### src/rtl/wb_arbiter_decoder.sv
// wb_arbiter_decoder
//   Shared-bus Wishbone classic interconnect. MASTERNR masters share one bus
//   to SLAVENR slaves. A registered arbiter (fixed priority or round-robin)
//   picks the bus owner. The owner's address is decoded against per-slave
//   base/mask windows. Unmapped accesses and stalled slaves (watchdog) return
//   a one-cycle bus error to the owner.
//
// Ports
//   clk_i, rst_i       clock, synchronous active-high reset
//   madr_i/mdat_i      flattened master address / write data
//   mwe_i/msel_i       master write enables / byte selects
//   mstb_i/mcyc_i      master strobes / cycle requests
//   mdat_o/mack_o/merr_o  read data, ack, error back to each master
//   sadr_o/sdat_o/swe_o/ssel_o/scyc_o  shared slave-side bus
//   sstb_o             per-slave strobe
//   sdat_i/sack_i      per-slave read data / acknowledge
module wb_arbiter_decoder #(
  parameter int unsigned MASTERNR = 2,
  parameter int unsigned SLAVENR  = 2,
  parameter int unsigned ADRW     = 32,
  parameter int unsigned DATW     = 32,
  parameter logic [SLAVENR*ADRW-1:0] SBASE = {32'h4000_0000, 32'h0000_0000},
  parameter logic [SLAVENR*ADRW-1:0] SMASK = {32'hC000_0000, 32'hE000_0000},
  parameter int unsigned ARBMODE  = 0,
  parameter int unsigned TIMEOUT  = 255
) (
  input  logic                       clk_i,
  input  logic                       rst_i,
  input  logic [MASTERNR*ADRW-1:0]   madr_i,
  input  logic [MASTERNR*DATW-1:0]   mdat_i,
  output logic [MASTERNR*DATW-1:0]   mdat_o,
  input  logic [MASTERNR-1:0]        mwe_i,
  input  logic [MASTERNR*DATW/8-1:0] msel_i,
  input  logic [MASTERNR-1:0]        mstb_i,
  input  logic [MASTERNR-1:0]        mcyc_i,
  output logic [MASTERNR-1:0]        mack_o,
  output logic [MASTERNR-1:0]        merr_o,
  output logic [ADRW-1:0]            sadr_o,
  output logic [DATW-1:0]            sdat_o,
  input  logic [SLAVENR*DATW-1:0]    sdat_i,
  output logic                       swe_o,
  output logic [DATW/8-1:0]          ssel_o,
  output logic [SLAVENR-1:0]         sstb_o,
  input  logic [SLAVENR-1:0]         sack_i,
  output logic                       scyc_o
);

  localparam int unsigned SELW = DATW / 8;
  localparam int unsigned LW   = (MASTERNR > 1) ? $clog2(MASTERNR) : 1;

  logic [MASTERNR-1:0] gnt, gnt_nxt;
  logic [LW-1:0]       last, last_nxt;
  logic                bus_free, req_found;

  logic [ADRW-1:0]     adr;
  logic [DATW-1:0]     dat;
  logic [SELW-1:0]     sel;
  logic                we, stb, cyc;

  logic [SLAVENR-1:0]  hit;
  logic                found;
  logic [DATW-1:0]     rdat;
  logic                sack_sel;

  logic                err_q;
  logic [31:0]         wd_cnt;
  logic                wd_active, wd_fire;

  // Arbitration: candidate k is visited in priority order; in round-robin
  // mode the order is rotated to start just after the last winner.
  always_comb begin
    gnt_nxt   = gnt;
    last_nxt  = last;
    req_found = 1'b0;
    bus_free  = ~|(gnt & mcyc_i);
    if (bus_free) begin
      gnt_nxt = '0;
      for (int unsigned k = 0; k < MASTERNR; k++) begin
        for (int unsigned m = 0; m < MASTERNR; m++) begin
          if (!req_found && mcyc_i[m] &&
              m == ((ARBMODE != 0) ? ((32'(last) + 1 + k) % MASTERNR) : k)) begin
            gnt_nxt[m] = 1'b1;
            last_nxt   = LW'(m);
            req_found  = 1'b1;
          end
        end
      end
    end
  end

  // Owner mux; gnt is one-hot or zero, so an OR-mux yields 0 when idle.
  always_comb begin
    adr = '0;
    dat = '0;
    sel = '0;
    we  = 1'b0;
    stb = 1'b0;
    cyc = 1'b0;
    for (int unsigned m = 0; m < MASTERNR; m++) begin
      if (gnt[m]) begin
        adr |= madr_i[m*ADRW +: ADRW];
        dat |= mdat_i[m*DATW +: DATW];
        sel |= msel_i[m*SELW +: SELW];
        we  |= mwe_i[m];
        stb |= mstb_i[m];
        cyc |= mcyc_i[m];
      end
    end
  end

  // Address decode, lowest matching window wins.
  always_comb begin
    hit      = '0;
    found    = 1'b0;
    rdat     = '0;
    sack_sel = 1'b0;
    for (int unsigned i = 0; i < SLAVENR; i++) begin
      if (!found && ((adr & SMASK[i*ADRW +: ADRW]) == SBASE[i*ADRW +: ADRW])) begin
        hit[i]   = 1'b1;
        found    = 1'b1;
        rdat     = sdat_i[i*DATW +: DATW];
        sack_sel = sack_i[i];
      end
    end
  end

  assign wd_active = cyc & stb & found;
  // An ack in the same cycle as the limit suppresses the timeout error.
  assign wd_fire   = (TIMEOUT != 0) && wd_active && !sack_sel &&
                     (wd_cnt == TIMEOUT - 1);

  always_ff @(posedge clk_i) begin
    if (rst_i) begin
      gnt    <= '0;
      last   <= LW'(MASTERNR - 1);
      wd_cnt <= '0;
      err_q  <= 1'b0;
    end else begin
      gnt   <= gnt_nxt;
      last  <= last_nxt;
      err_q <= (cyc & stb & ~found & ~err_q) | wd_fire;
      if (TIMEOUT == 0 || gnt_nxt != gnt || !wd_active || sack_sel || wd_fire)
        wd_cnt <= '0;
      else
        wd_cnt <= wd_cnt + 32'd1;
    end
  end

  assign scyc_o = |gnt;
  assign sadr_o = adr;
  assign sdat_o = dat;
  assign swe_o  = we;
  assign ssel_o = sel;
  assign sstb_o = (scyc_o & stb) ? hit : '0;

  always_comb begin
    mdat_o = '0;
    mack_o = '0;
    merr_o = '0;
    for (int unsigned m = 0; m < MASTERNR; m++) begin
      if (gnt[m]) begin
        mdat_o[m*DATW +: DATW] = rdat;
        mack_o[m] = sack_sel & stb & ~err_q;
        merr_o[m] = err_q;
      end
    end
  end

endmodule

### config.mk
export PLATFORM = sky130hd
export DESIGN_NAME = wb_arbiter_decoder
export DESIGN_NICKNAME = d
export VERILOG_FILES = /design/src/rtl/wb_arbiter_decoder.sv
export SDC_FILE = /design/constraint.sdc
export NUM_CORES = 1
export LEC_CHECK = 0
export CAP_MARGIN = 20
export CORE_AREA = 2 2 135 137
export CTS_BUF_LIST = sky130_fd_sc_hd__clkbuf_8
export DETAILED_ROUTE_END_ITERATION = 16
export DIE_AREA = 0 0 137 139
export DONT_BUFFER_PORTS = 1
export SETUP_SLACK_MARGIN = 0.4
export SLEW_MARGIN = 20
export SYNTH_ARGS = -nofsm -noshare
export SYNTH_HDL_FRONTEND = slang
export SYNTH_SLANG_ARGS = --single-unit
### constraint.sdc
create_clock -name clk_i -period 5.7 [get_ports clk_i]
set_clock_uncertainty 0.2 [all_clocks]
set_input_delay 1.425 -clock clk_i [delete_from_list [all_inputs] [get_ports clk_i]]
set_output_delay 1.425 -clock clk_i [all_outputs]
set_load 0.03 [all_outputs]
==> results of run 1 <==
## kinds of logic (layout without fill, tap and decap cells)
| kind of cell | Yosys count | in the layout | synth area share, % |
|---|---|---|---|
| buffers and inverters | 39 | 18 | 4.83 |
| other | 0 | 3 | 0 |
| AND/OR/NAND/NOR | 183 | 183 | 32.8 |
| adder cells (fa/ha/maj) | 2 | 2 | 0.798 |
| AO/OA/AOI/OAI | 124 | 124 | 32.5 |
| flip-flops | 35 | 35 | 22.3 |
| XOR/XNOR | 24 | 24 | 6.70 |
## metal layers
metal  vias to the layer above  track usage, %
met4                         6            3.47
met5                         -               0
met1                      1531            18.8
met2                       169            23.8
met3                        20            5.12
li1                       1460               -
## Yosys cell counts, drive strengths merged
master	n	area, µm²
and3	10	65.1
o31a	1	8.76
a211o	1	8.76
a22oi	1	7.51
nor2	32	120
a31oi	1	6.26
and4	1	8.76
xnor2	6	52.6
and2	68	425
a21boi	1	7.51
nand2	22	82.6
o21a	1	7.51
buf	9	38.8
ha	2	25.0
and3b	1	8.76
nor4	6	52.6
xor2	18	158
dfxtp	35	701
or4	1	7.51
or3	4	25.0
nand3	16	95.1
nand4	9	56.3
inv	4	15.0
or2	1	6.26
nor3	7	35.0
nand4b	3	26.3
nor4b	1	8.76
o21ba	1	10.0
clkbuf	26	97.6
o31ai	1	7.51
a22o	100	876
a21oi	9	45.0
o21ai	7	35.0
nor2b	1	6.26
## worst max path at each step
stage | from | endpoint | slack, ps | cells past startpoint
3_3_place_gp | madr_i[30] | mdat_o[5] | 860 | 5
3_5_place_dp | madr_i[30] | mack_o[0] | 880 | 6
4_1_cts | madr_i[30] | mack_o[0] | 880 | 6
6_report | madr_i[30] | mack_o[0] | 880 | 6
5_1_grt | madr_i[30] | mack_o[0] | 770 | 6
2_1_floorplan | madr_i[30] | mdat_o[10] | 1120 | 6
## state kept, by name, summed over array words and instances, names as in the netlist
signal,cells
gnt,2
wd_cnt,32
err_q,1
## worst register-to-register path, delay by kind of cell, from the launching register on
kind,cells,cell delay (ps)
AO/OA/AOI/OAI,2,930
buffers and inverters,2,490
AND/OR/NAND/NOR,3,520
flip-flops,1,660
## cell type report
type / instances / area [µm²]
well taps: 229 / 287
clock buffers: 5 / 68.8
diodes: 3 / 7.51
multi-input cells: 333 / 2280
clock inverters: 3 / 12.5
fillers: 2008 / 14200
repair buffers: 6 / 45.0
flip-flops and latches: 35 / 708
inverters: 4 / 15.0
## power breakdown
group	total [mW]	switching [mW]	internal, mW
sequential	0.256	0.0113	0.245
combinational	0.260	0.197	0.0630
clock	0.172	0.0904	0.0821
total	0.688	0.298	0.390
## stage by stage
stage	cell area (µm²)	util, %
2_1_floorplan	3140	-
3_3_place_gp	3340	18.9
3_5_place_dp	3340	18.9
4_1_cts	3420	19.4
5_1_grt	3430	19.4
6_report	3430	19.4
==> load_flow_metrics.sql, run 1 <==
INSERT INTO impl_metrics (metric_group, metric, value, unit) VALUES
('layout', 'post_route_cells_drive_above_1_share', '5.70', '%'),
('synth', 'post_synth_num_cell_types', '39', ''),
('worst_setup_path', 'cpMaxStageDelayCell', 'sky130_fd_sc_hd__and3_1', ''),
('worst_setup_path', 'crit_arrival', '3200', 'ps'),
('worst_setup_path', 'worstPathRequired', '4070', 'ps'),
('floorplan', 'dieHeight', '139', 'µm'),
('clock_network', 'cts.repair.resized', '0', ''),
('floorplan', 'fp.dieW', '137', 'µm'),
('sta', 'timing.final.crit_period', '4820', 'ps'),
('routing', 'routed_wire_length_per_instance', '25.2', 'µm'),
('sta', 'fin_crit_share', '84.6', '%'),
('routing', 'remaining_drc_errors', '0', ''),
('routing', 'top_layer', 'met5', ''),
('sta', 'setup_total_negative_slack', '0', 'ps'),
('placed_design', 'preCtsSetupSlack', '876', 'ps'),
('worst_setup_path', 'crit_path_end_kind', 'output pin', ''),
('placed_design', 'portBuffers', '0', ''),
('synth', 'synthCells', '407', ''),
('routing', 'detailed_route_wirelength_on_metal2', '7390', 'µm'),
('placed_design', 'routabilityCongestion', '1.08', ''),
('synth', 'syn_area', '3140', 'µm²'),
('global_route', 'grt_start_max_net_pins', '58', ''),
('routing', 'count_of_nets_left_with_antenna_violations_after_detail_routing', '0', ''),
('worst_setup_path', 'category_of_the_critical_setup_timing_path', 'primary input to output pin', ''),
('worst_setup_path', 'critical_r2r_launch', 'gnt[0]', ''),
('sta', 'worst_pin_slew', '1030', 'ps'),
('synth', 'yosysSeqAreaShare', '22.3', '%'),
('global_route', 'grt_resource_usage_total', '14.8', '%'),
('layout', 'post_layout_nonfiller_instances', '618', ''),
('sta', 'fin_hold_ws', '281', 'ps'),
('power_and_ir_drop', 'leakagePower', '1.19', 'nW'),
('min_path', 'timing.hold.worst.start', 'wd_cnt[0]', ''),
('min_path', 'holdPathEnd', 'wd_cnt[0]', ''),
('sta', 'max_slew_violation_count', '0', ''),
('routing', 'dr.first_iter.drc_count', '188', ''),
('routing', 'route.layer.met1.wl', '6560', 'µm'),
('clock_network', 'postCtsSetupRepairBufs', '0', ''),
('clock_network', 'cts_tree', 'built', ''),
('sta', 'crit_path_setup_slack_layout', '875', 'ps'),
('floorplan', 'design.core.area', '17700', 'µm²'),
('placed_design', 'detailedPlacementHpwl', '13200', 'µm'),
('worst_setup_path', 'rrSetupSlack', '2860', 'ps'),
('power_and_ir_drop', 'power_density', '201', 'nW/µm²'),
('clock_network', 'later_pin_clock_latency_in_the_skew_report', '300', 'ps'),
('sta', 'rsz0062_at_grt', 'no', ''),
('global_route', 'first_global_vias', '2821', ''),
('layout', 'syn_to_final_growth', '9.29', '%'),
('layout', 'post_layout_nets', '597', ''),
('sta', 'relSlewSlack', '30.4', '%'),
('flow_run', 'cap_viol_max_count', '0', ''),
('floorplan', 'floorplan.io_pins', '350', ''),
('worst_setup_path', 'critPathTopFamily', 'simple AND/OR/NAND/NOR gates', ''),
('floorplan', 'initial_utilization', '17.8', '%'),
('global_route', 'grt_first_pass_wirelength', '20000', 'µm'),
('clock_network', 'clk_pin_slew', '70', 'ps'),
('routing', 'via_count_of_the_routed_design', '3186', ''),
('routing', 'finalWirelength', '15600', 'µm'),
('sta', 'number_of_setup_violations_in_the_final_report', '0', ''),
('global_route', 'grt-ovfl-total', '0', ''),
('sta', 'fmax', '207', 'MHz'),
('status', 'outcome', 'finished, final reports clean', ''),
('clock_network', 'tritoncts.num_buffers', '5', ''),
('clock_network', 'htreeDepth', '2', ''),
('synth', 'syn-mean-instance-area', '7.71', 'µm²'),
('power_and_ir_drop', 'ir_drop', '63.1', 'µV'),
('layout', 'final_cell_mix', '100 x sky130_fd_sc_hd__a22o_1, 68 x sky130_fd_sc_hd__and2_1, 33 x sky130_fd_sc_hd__dfxtp_1', ''),
('layout', 'most_common_cell_after_layout_fill_and_taps_aside', 'sky130_fd_sc_hd__a22o_1', ''),
('clock_network', 'clock-root-buffer', 'sky130_fd_sc_hd__clkbuf_8', ''),
('worst_setup_path', 'cp_cell_sequence', 'a22o_1, and3b_1, buf_4, nand2_1, o21ai_0, and3_1', ''),
('floorplan', 'num_rows', '49', ''),
('worst_setup_path', 'rr_worst_depth', '7', '');
Power figures use the tool's default switching activity.
==> run 2, diff against run 1 <==
CORE_AREA = 2 2 134 136   (was 2 2 135 137)
DIE_AREA = 0 0 136 138   (was 0 0 137 139)
clock period = 4.1 ns   (was 5.7 ns; I/O delays follow)
==> load_flow_metrics.sql, run 2 (synthesis results as in run 1) <==
INSERT INTO impl_metrics (metric_group, metric, value, unit) VALUES
('status', 'outcome', 'finished, final reports clean', ''),
('worst_setup_path', 'worstPathRequired', '2870', 'ps'),
('worst_setup_path', 'cpMaxStageDelayCell', 'sky130_fd_sc_hd__and3b_2', ''),
('layout', 'post_layout_nets', '672', ''),
('sta', 'fin_hold_ws', '299', 'ps'),
('layout', 'register_bank_with_the_most_flops', 'wd_cnt', ''),
('sta', 'setup_total_negative_slack', '0', 'ps'),
('floorplan', 'fp.dieW', '136', 'µm'),
('floorplan', 'dieHeight', '138', 'µm'),
('worst_setup_path', 'reg_to_reg_endpoint', 'wd_cnt[26]', ''),
('worst_setup_path', 'cp_cell_sequence', 'a22o_1, and3b_2, buf_12, nand2_1, o21ai_0, and3_1, buf_12', ''),
('clock_network', 'tritoncts.num_buffers', '5', ''),
('routing', 'remaining_drc_errors', '0', ''),
('placed_design', 'preCtsSetupSlack', '382', 'ps'),
('sta', 'hold_viol_final', '0', ''),
('floorplan', 'design.core.area', '17500', 'µm²'),
('layout', 'registers_with_the_most_flip_flops', 'wd_cnt x32, gnt x2, err_q x1', ''),
('worst_setup_path', 'rr_worst_depth', '7', ''),
('layout', 'post_route_cells_drive_above_1_share', '22.1', '%'),
('routing', 'dr.first_iter.drc_count', '213', ''),
('global_route', 'grt_antenna_before_repair', '1', ''),
('worst_setup_path', 'crit_path_end_kind', 'output pin', ''),
('sta', 'rsz0062_at_grt', 'no', ''),
('worst_setup_path', 'crit_path_start_kind', 'primary input', ''),
('floorplan', 'num_rows', '49', ''),
('clock_network', 'cts_tree', 'built', ''),
('power_and_ir_drop', 'leakagePower', '1.74', 'nW'),
('routing', 'via_count_of_the_routed_design', '3489', ''),
('clock_network', 'clock-root-buffer', 'sky130_fd_sc_hd__clkbuf_8', ''),
('layout', 'syn_to_final_growth', '47.7', '%'),
('worst_setup_path', 'category_of_the_critical_setup_timing_path', 'primary input to output pin', ''),
('placed_design', 'placement.cell_area', '4470', 'µm²'),
('clock_network', 'later_pin_clock_latency_in_the_skew_report', '300', 'ps'),
('layout', 'most_common_cell_after_layout_fill_and_taps_aside', 'sky130_fd_sc_hd__a22o_1', ''),
('global_route', 'first_global_vias', '3075', ''),
('sta', 'number_of_setup_violations_in_the_final_report', '0', ''),
('placed_design', 'routabilityCongestion', '0.875', ''),
('sta', 'crit_path_setup_slack_layout', '496', 'ps'),
('layout', 'final_cell_mix', '98 x sky130_fd_sc_hd__a22o_1, 68 x sky130_fd_sc_hd__and2_1, 48 x sky130_fd_sc_hd__buf_12', ''),
('layout', 'insertedDiodeCount', '0', ''),
('min_path', 'hold_class', 'register to register', ''),
('min_path', 'timing.hold.worst.start', 'wd_cnt[0]', ''),
('flow_run', 'cap_viol_max_count', '0', ''),
('floorplan', 'floorplan.io_pins', '350', ''),
('floorplan', 'die_area', '18800', 'µm²'),
('min_path', 'holdPathEnd', 'wd_cnt[0]', ''),
('worst_setup_path', 'critical_path_buf_inv_count', '2', ''),
('placed_design', 'portBuffers', '0', ''),
('routing', 'drt-pass1-iter-count', '4', ''),
('worst_setup_path', 'critical_r2r_launch', 'gnt[0]', ''),
('clock_network', 'numClockSinks', '35', ''),
('routing', 'finalWirelength', '15400', 'µm'),
('global_route', 'grt_start_max_net_pins', '44', ''),
('routing', 'routed_wire_length_per_instance', '22.3', 'µm'),
('floorplan', 'initial_utilization', '17.9', '%'),
('power_and_ir_drop', 'power_density', '239', 'nW/µm²'),
('layout', 'number_of_flip_flops_in_the_largest_register', '32', ''),
('min_path', 'hold_path_depth', '1', ''),
('routing', 'viasPerCell', '5.06', ''),
('worst_setup_path', 'worst_path_most_repeated_cell', 'sky130_fd_sc_hd__buf_12', ''),
('placed_design', 'detailedPlacementHpwl', '12800', 'µm'),
('sta', 'timing.final.crit_period', '3600', 'ps'),
('global_route', 'grt-ovfl-total', '0', ''),
('worst_setup_path', 'peak_per_stage_delay_on_the_critical_path', '280', 'ps'),
('sta', 'fmax', '277', 'MHz'),
('worst_setup_path', 'crit_arrival', '2380', 'ps'),
('power_and_ir_drop', 'ir_drop', '104', 'µV'),
('clock_network', 'clk_pin_slew', '70', 'ps'),
('global_route', 'grt_first_pass_wirelength', '20100', 'µm'),
('sta', 'worst_pin_slew', '1060', 'ps'),
('worst_setup_path', 'timing.critical_path.fanout_max', '17', ''),
('worst_setup_path', 'rrSetupSlack', '1320', 'ps'),
('clock_network', 'htreeDepth', '2', ''),
('layout', 'final_area', '4630', 'µm²'),
('global_route', 'grt_resource_usage_total', '14.5', '%'),
('sta', 'fin_crit_share', '87.9', '%'),
('sta', 'max_slew_violation_count', '0', ''),
('worst_setup_path', 'critPathTopFamily', 'simple AND/OR/NAND/NOR gates', ''),
('routing', 'count_of_nets_left_with_antenna_violations_after_detail_routing', '0', ''),
('clock_network', 'clockBufferDepth', '2', ''),
('sta', 'relSlewSlack', '28.9', '%');
## run 2: power breakdown
part	leakage (nW)	switching (mW)	internal, mW	total [mW]
Combinational	1.41	0.302	0.179	0.481
Sequential	0.283	0.0112	0.341	0.352
Clock	0.0474	0.139	0.137	0.277
## run 2: how the worst max path moves through the flow
stage / to / from / depth (start not counted)
floorplan: mdat_o[10] / madr_i[30] / 6
global placement: mdat_o[1] / madr_i[30] / 6
detailed placement: mack_o[0] / madr_i[30] / 7
CTS: mdat_o[43] / madr_i[30] / 7
global route: mdat_o[32] / madr_i[30] / 7
finish: mack_o[1] / madr_i[30] / 7
## run 2: routing by layer
layer / vias up / global-route usage, % / part of all wire, %
li1: 1609 / - / -
met1: 1674 / 17.5 / 39
met2: 185 / 24.3 / 49
met3: 19 / 5.87 / 10
met4: 2 / 2.63 / 1.4
met5: - / 0 / 0.084
## run 2: worst reg2reg max path, cell delays in order (launching register included)
cell and delay [ps]:
sky130_fd_sc_hd__dfxtp_4 530, sky130_fd_sc_hd__buf_4 320, sky130_fd_sc_hd__nand2_1 80, sky130_fd_sc_hd__a21oi_1 420, sky130_fd_sc_hd__o31a_1 230, sky130_fd_sc_hd__nand4b_1 380, sky130_fd_sc_hd__buf_4 340, sky130_fd_sc_hd__o21ba_2 230
## run 2: what timing repair did
item,CTS,global route
hold buffers,0,0
hold endpoints to repair,0,0
gates cloned,0,1
pin swaps,0,1
endpoints found under the setup margin,2,20
resized for setup,1,6
setup buffers,0,2
## run 2: cell type report
type,instances,area (µm²)
tap,229,287
fill,1864,12900
multi-input combinational,333,2290
inverter,4,15.0
clock inverter,2,16.3
clock buffer,6,82.6
sequential,35,708
timing repair buffer,81,1240
## run 2: through the flow
stage | power, mW | cells | utilization (%)
after floorplan | 0.663 | 407 | -
after global placement | 0.822 | 679 | 25.5
after detailed placement | 0.823 | 679 | 25.5
after CTS | 1.10 | 687 | 26.1
after global routing | 1.15 | 690 | 26.4
final | 1.11 | 690 | 26.4
==> run 3, diff against run 2 <==
CORE_AREA = 3 3 135 137   (was 2 2 134 136)
DIE_AREA = 0 0 138 140   (was 0 0 136 138)
==> load_flow_metrics.sql, run 3 (synthesis results as in run 1) <==
INSERT INTO impl_metrics (metric_group, metric, value, unit) VALUES
('status', 'outcome', 'finished, final reports clean', ''),
('floorplan', 'fp.dieW', '138', 'µm'),
('worst_setup_path', 'crit_path_end_kind', 'output pin', ''),
('layout', 'register_bank_with_the_most_flops', 'wd_cnt', ''),
('sta', 'fmax', '277', 'MHz'),
('power_and_ir_drop', 'power_frac_seq', '29.7', '%'),
('global_route', 'use_met2', '27.0', '%'),
('clock_network', 'cts_hold_buffers', '0', ''),
('clock_network', 'cts.repair.resized', '0', ''),
('worst_setup_path', 'category_of_the_critical_setup_timing_path', 'primary input to output pin', ''),
('routing', 'dr.first_iter.drc_count', '240', ''),
('global_route', 'grtUsageMet3', '5.19', '%'),
('worst_setup_path', 'worst_path_most_repeated_cell', 'sky130_fd_sc_hd__buf_12', ''),
('layout', 'most_common_cell_after_layout_fill_and_taps_aside', 'sky130_fd_sc_hd__a22o_1', ''),
('layout', 'post_route_cells_drive_above_1_share', '20.6', '%'),
('flow_run', 'cap_viol_max_count', '0', ''),
('layout', 'fillers', '1787', ''),
('power_and_ir_drop', 'power.share.combinational', '42.8', '%'),
('global_route', 'first_global_vias', '3058', ''),
('clock_network', 'cts_tree', 'built', ''),
('floorplan', 'initial_utilization', '18.3', '%'),
('global_route', 'grt-ovfl-total', '0', ''),
('global_route', 'grt_start_max_net_pins', '53', ''),
('routing', 'finalWirelength', '17300', 'µm'),
('floorplan', 'num_rows', '48', ''),
('sta', 'setup_total_negative_slack', '0', 'ps'),
('clock_network', 'numClockSinks', '35', ''),
('sta', 'hold_viol_final', '0', ''),
('placed_design', 'detailedPlacementHpwl', '15000', 'µm'),
('worst_setup_path', 'peak_per_stage_delay_on_the_critical_path', '310', 'ps'),
('routing', 'drt-pass1-iter-count', '5', ''),
('power_and_ir_drop', 'clock_power_share', '27.5', '%'),
('sta', 'max_slew_violation_count', '0', ''),
('worst_setup_path', 'worstPathRequired', '2870', 'ps'),
('global_route', 'grt-busiest-layer', 'met2', ''),
('sta', 'fin_crit_share', '88.1', '%'),
('power_and_ir_drop', 'switching_share', '39.4', '%'),
('floorplan', 'dieHeight', '140', 'µm'),
('clock_network', 'htreeDepth', '2', ''),
('sta', 'crit_path_setup_slack_layout', '488', 'ps'),
('placed_design', 'preCtsSetupSlack', '521', 'ps'),
('routing', 'viasPerCell', '5.11', ''),
('global_route', 'grt_resource_usage_total', '16.2', '%'),
('layout', 'syn_to_final_growth', '51.3', '%'),
('power_and_ir_drop', 'leakagePower', '1.75', 'nW'),
('global_route', 'grt_first_pass_wirelength', '23100', 'µm'),
('placed_design', 'portBuffers', '0', ''),
('clock_network', 'tritoncts.num_buffers', '5', ''),
('global_route', 'grt_util_met1', '19.9', '%'),
('layout', 'final_cell_mix', '100 x sky130_fd_sc_hd__a22o_1, 68 x sky130_fd_sc_hd__and2_1, 61 x sky130_fd_sc_hd__buf_12', ''),
('routing', 'remaining_drc_errors', '0', ''),
('clock_network', 'clockBufferDepth', '2', ''),
('clock_network', 'clock-root-buffer', 'sky130_fd_sc_hd__clkbuf_8', ''),
('clock_network', 'postCtsSetupRepairBufs', '0', ''),
('routing', 'count_of_nets_left_with_antenna_violations_after_detail_routing', '0', ''),
('global_route', 'grt_antenna_before_repair', '4', ''),
('floorplan', 'die_area', '19300', 'µm²'),
('sta', 'rsz0062_at_grt', 'no', ''),
('power_and_ir_drop', 'power', '1.16', 'mW'),
('layout', 'registers_with_the_most_flip_flops', 'wd_cnt x32, gnt x2, err_q x1', ''),
('power_and_ir_drop', 'power_density', '245', 'nW/µm²'),
('worst_setup_path', 'cpMaxStageDelayCell', 'sky130_fd_sc_hd__and3_1', ''),
('layout', 'post_layout_nonfiller_instances', '682', ''),
('worst_setup_path', 'cp_cell_sequence', 'a22o_1, and3b_1, buf_12, nand2_1, o21ai_0, and3_1, buf_12', ''),
('routing', 'via_count_of_the_routed_design', '3486', ''),
('placed_design', 'routabilityCongestion', '0.976', ''),
('worst_setup_path', 'timing.critical_path.fanout_max', '33', ''),
('routing', 'routed_wire_length_per_instance', '25.4', 'µm'),
('sta', 'worst_pin_slew', '991', 'ps'),
('clock_network', 'later_pin_clock_latency_in_the_skew_report', '290', 'ps'),
('floorplan', 'design.core.area', '17200', 'µm²'),
('worst_setup_path', 'crit_arrival', '2390', 'ps'),
('sta', 'number_of_setup_violations_in_the_final_report', '0', ''),
('min_path', 'hold_class', 'register to register', ''),
('worst_setup_path', 'crit_path_start_kind', 'primary input', ''),
('floorplan', 'floorplan.io_pins', '350', ''),
('sta', 'relSlewSlack', '33.3', '%'),
('placed_design', 'dpl.cell_count', '673', ''),
('power_and_ir_drop', 'ir_drop', '117', 'µV'),
('layout', 'post_layout_nets', '667', ''),
('layout', 'number_of_flip_flops_in_the_largest_register', '32', ''),
('power_and_ir_drop', 'cell_internal_pwr', '706', 'µW'),
('power_and_ir_drop', 'p_switching', '458', 'µW'),
('clock_network', 'clk_pin_slew', '70', 'ps'),
('sta', 'timing.final.crit_period', '3610', 'ps');
-- run 3: cell count changes in the layout (fill, tap and decap cells not counted), sizes merged --
cell / before / now
diode: 0 / 1
bufinv: 0 / 1
clkinv: 1 / 0
clkbuf: 7 / 5
inv: 4 / 5
buf: 80 / 76
-- run 3: area by class of cell --
cell class	count	area (µm²)	area share, %
timing repair buffer	76	1340	28.2
clock buffer	5	68.8	1.45
antenna	1	2.50	0.0527
tap	225	282	5.93
multi-input combinational	333	2280	48.2
inverter	4	15.0	0.316
sequential	35	708	14.9
clock inverter	3	46.3	0.976
-- run 3: path summary, 6_finish.rpt --
path	start	slack, ps	end	depth (start not counted)
setup / recovery	madr_i[30]	490	mack_o[0]	7
hold / removal	wd_cnt[0]	300	wd_cnt[0]	1
setup reg to reg	gnt[1]	1600	wd_cnt[26]	7
hold reg to reg	wd_cnt[0]	300	wd_cnt[0]	1
-- run 3: worst max-delay path, delay by kind of cell --
family                 cells  cell delay, ps
AOI/OAI and AO/OA          2             320
buffers and inverters      2             340
and+or+nand+nor            3             690
-- run 3: through the flow --
step | hold WS, ps | util, % | cell area [µm²]
detailed placement | 273 | 26.9 | 4620
floorplan | 241 | - | 3140
CTS | 292 | 27.6 | 4740
global route | 316 | 27.6 | 4740
finish | 296 | 27.6 | 4740
global placement | 262 | 26.9 | 4620
-- run 3: power groups by stage --
stage               logic [mW]  registers [mW]  clock network [mW]
global route             0.518           0.347               0.344
CTS                      0.502           0.346               0.330
finish                   0.499           0.346               0.320
global placement         0.498           0.354                   0
floorplan                0.314           0.350                   0
detailed placement       0.499           0.354                   0
-- run 3: routing by layer --
layer / vias up / share of wire (%) / wire, µm
li1: 1600 / - / -
met1: 1699 / 39 / 6790
met2: 160 / 50 / 8640
met3: 21 / 7.7 / 1330
met4: 6 / 2.9 / 499
met5: - / 0.20 / 35
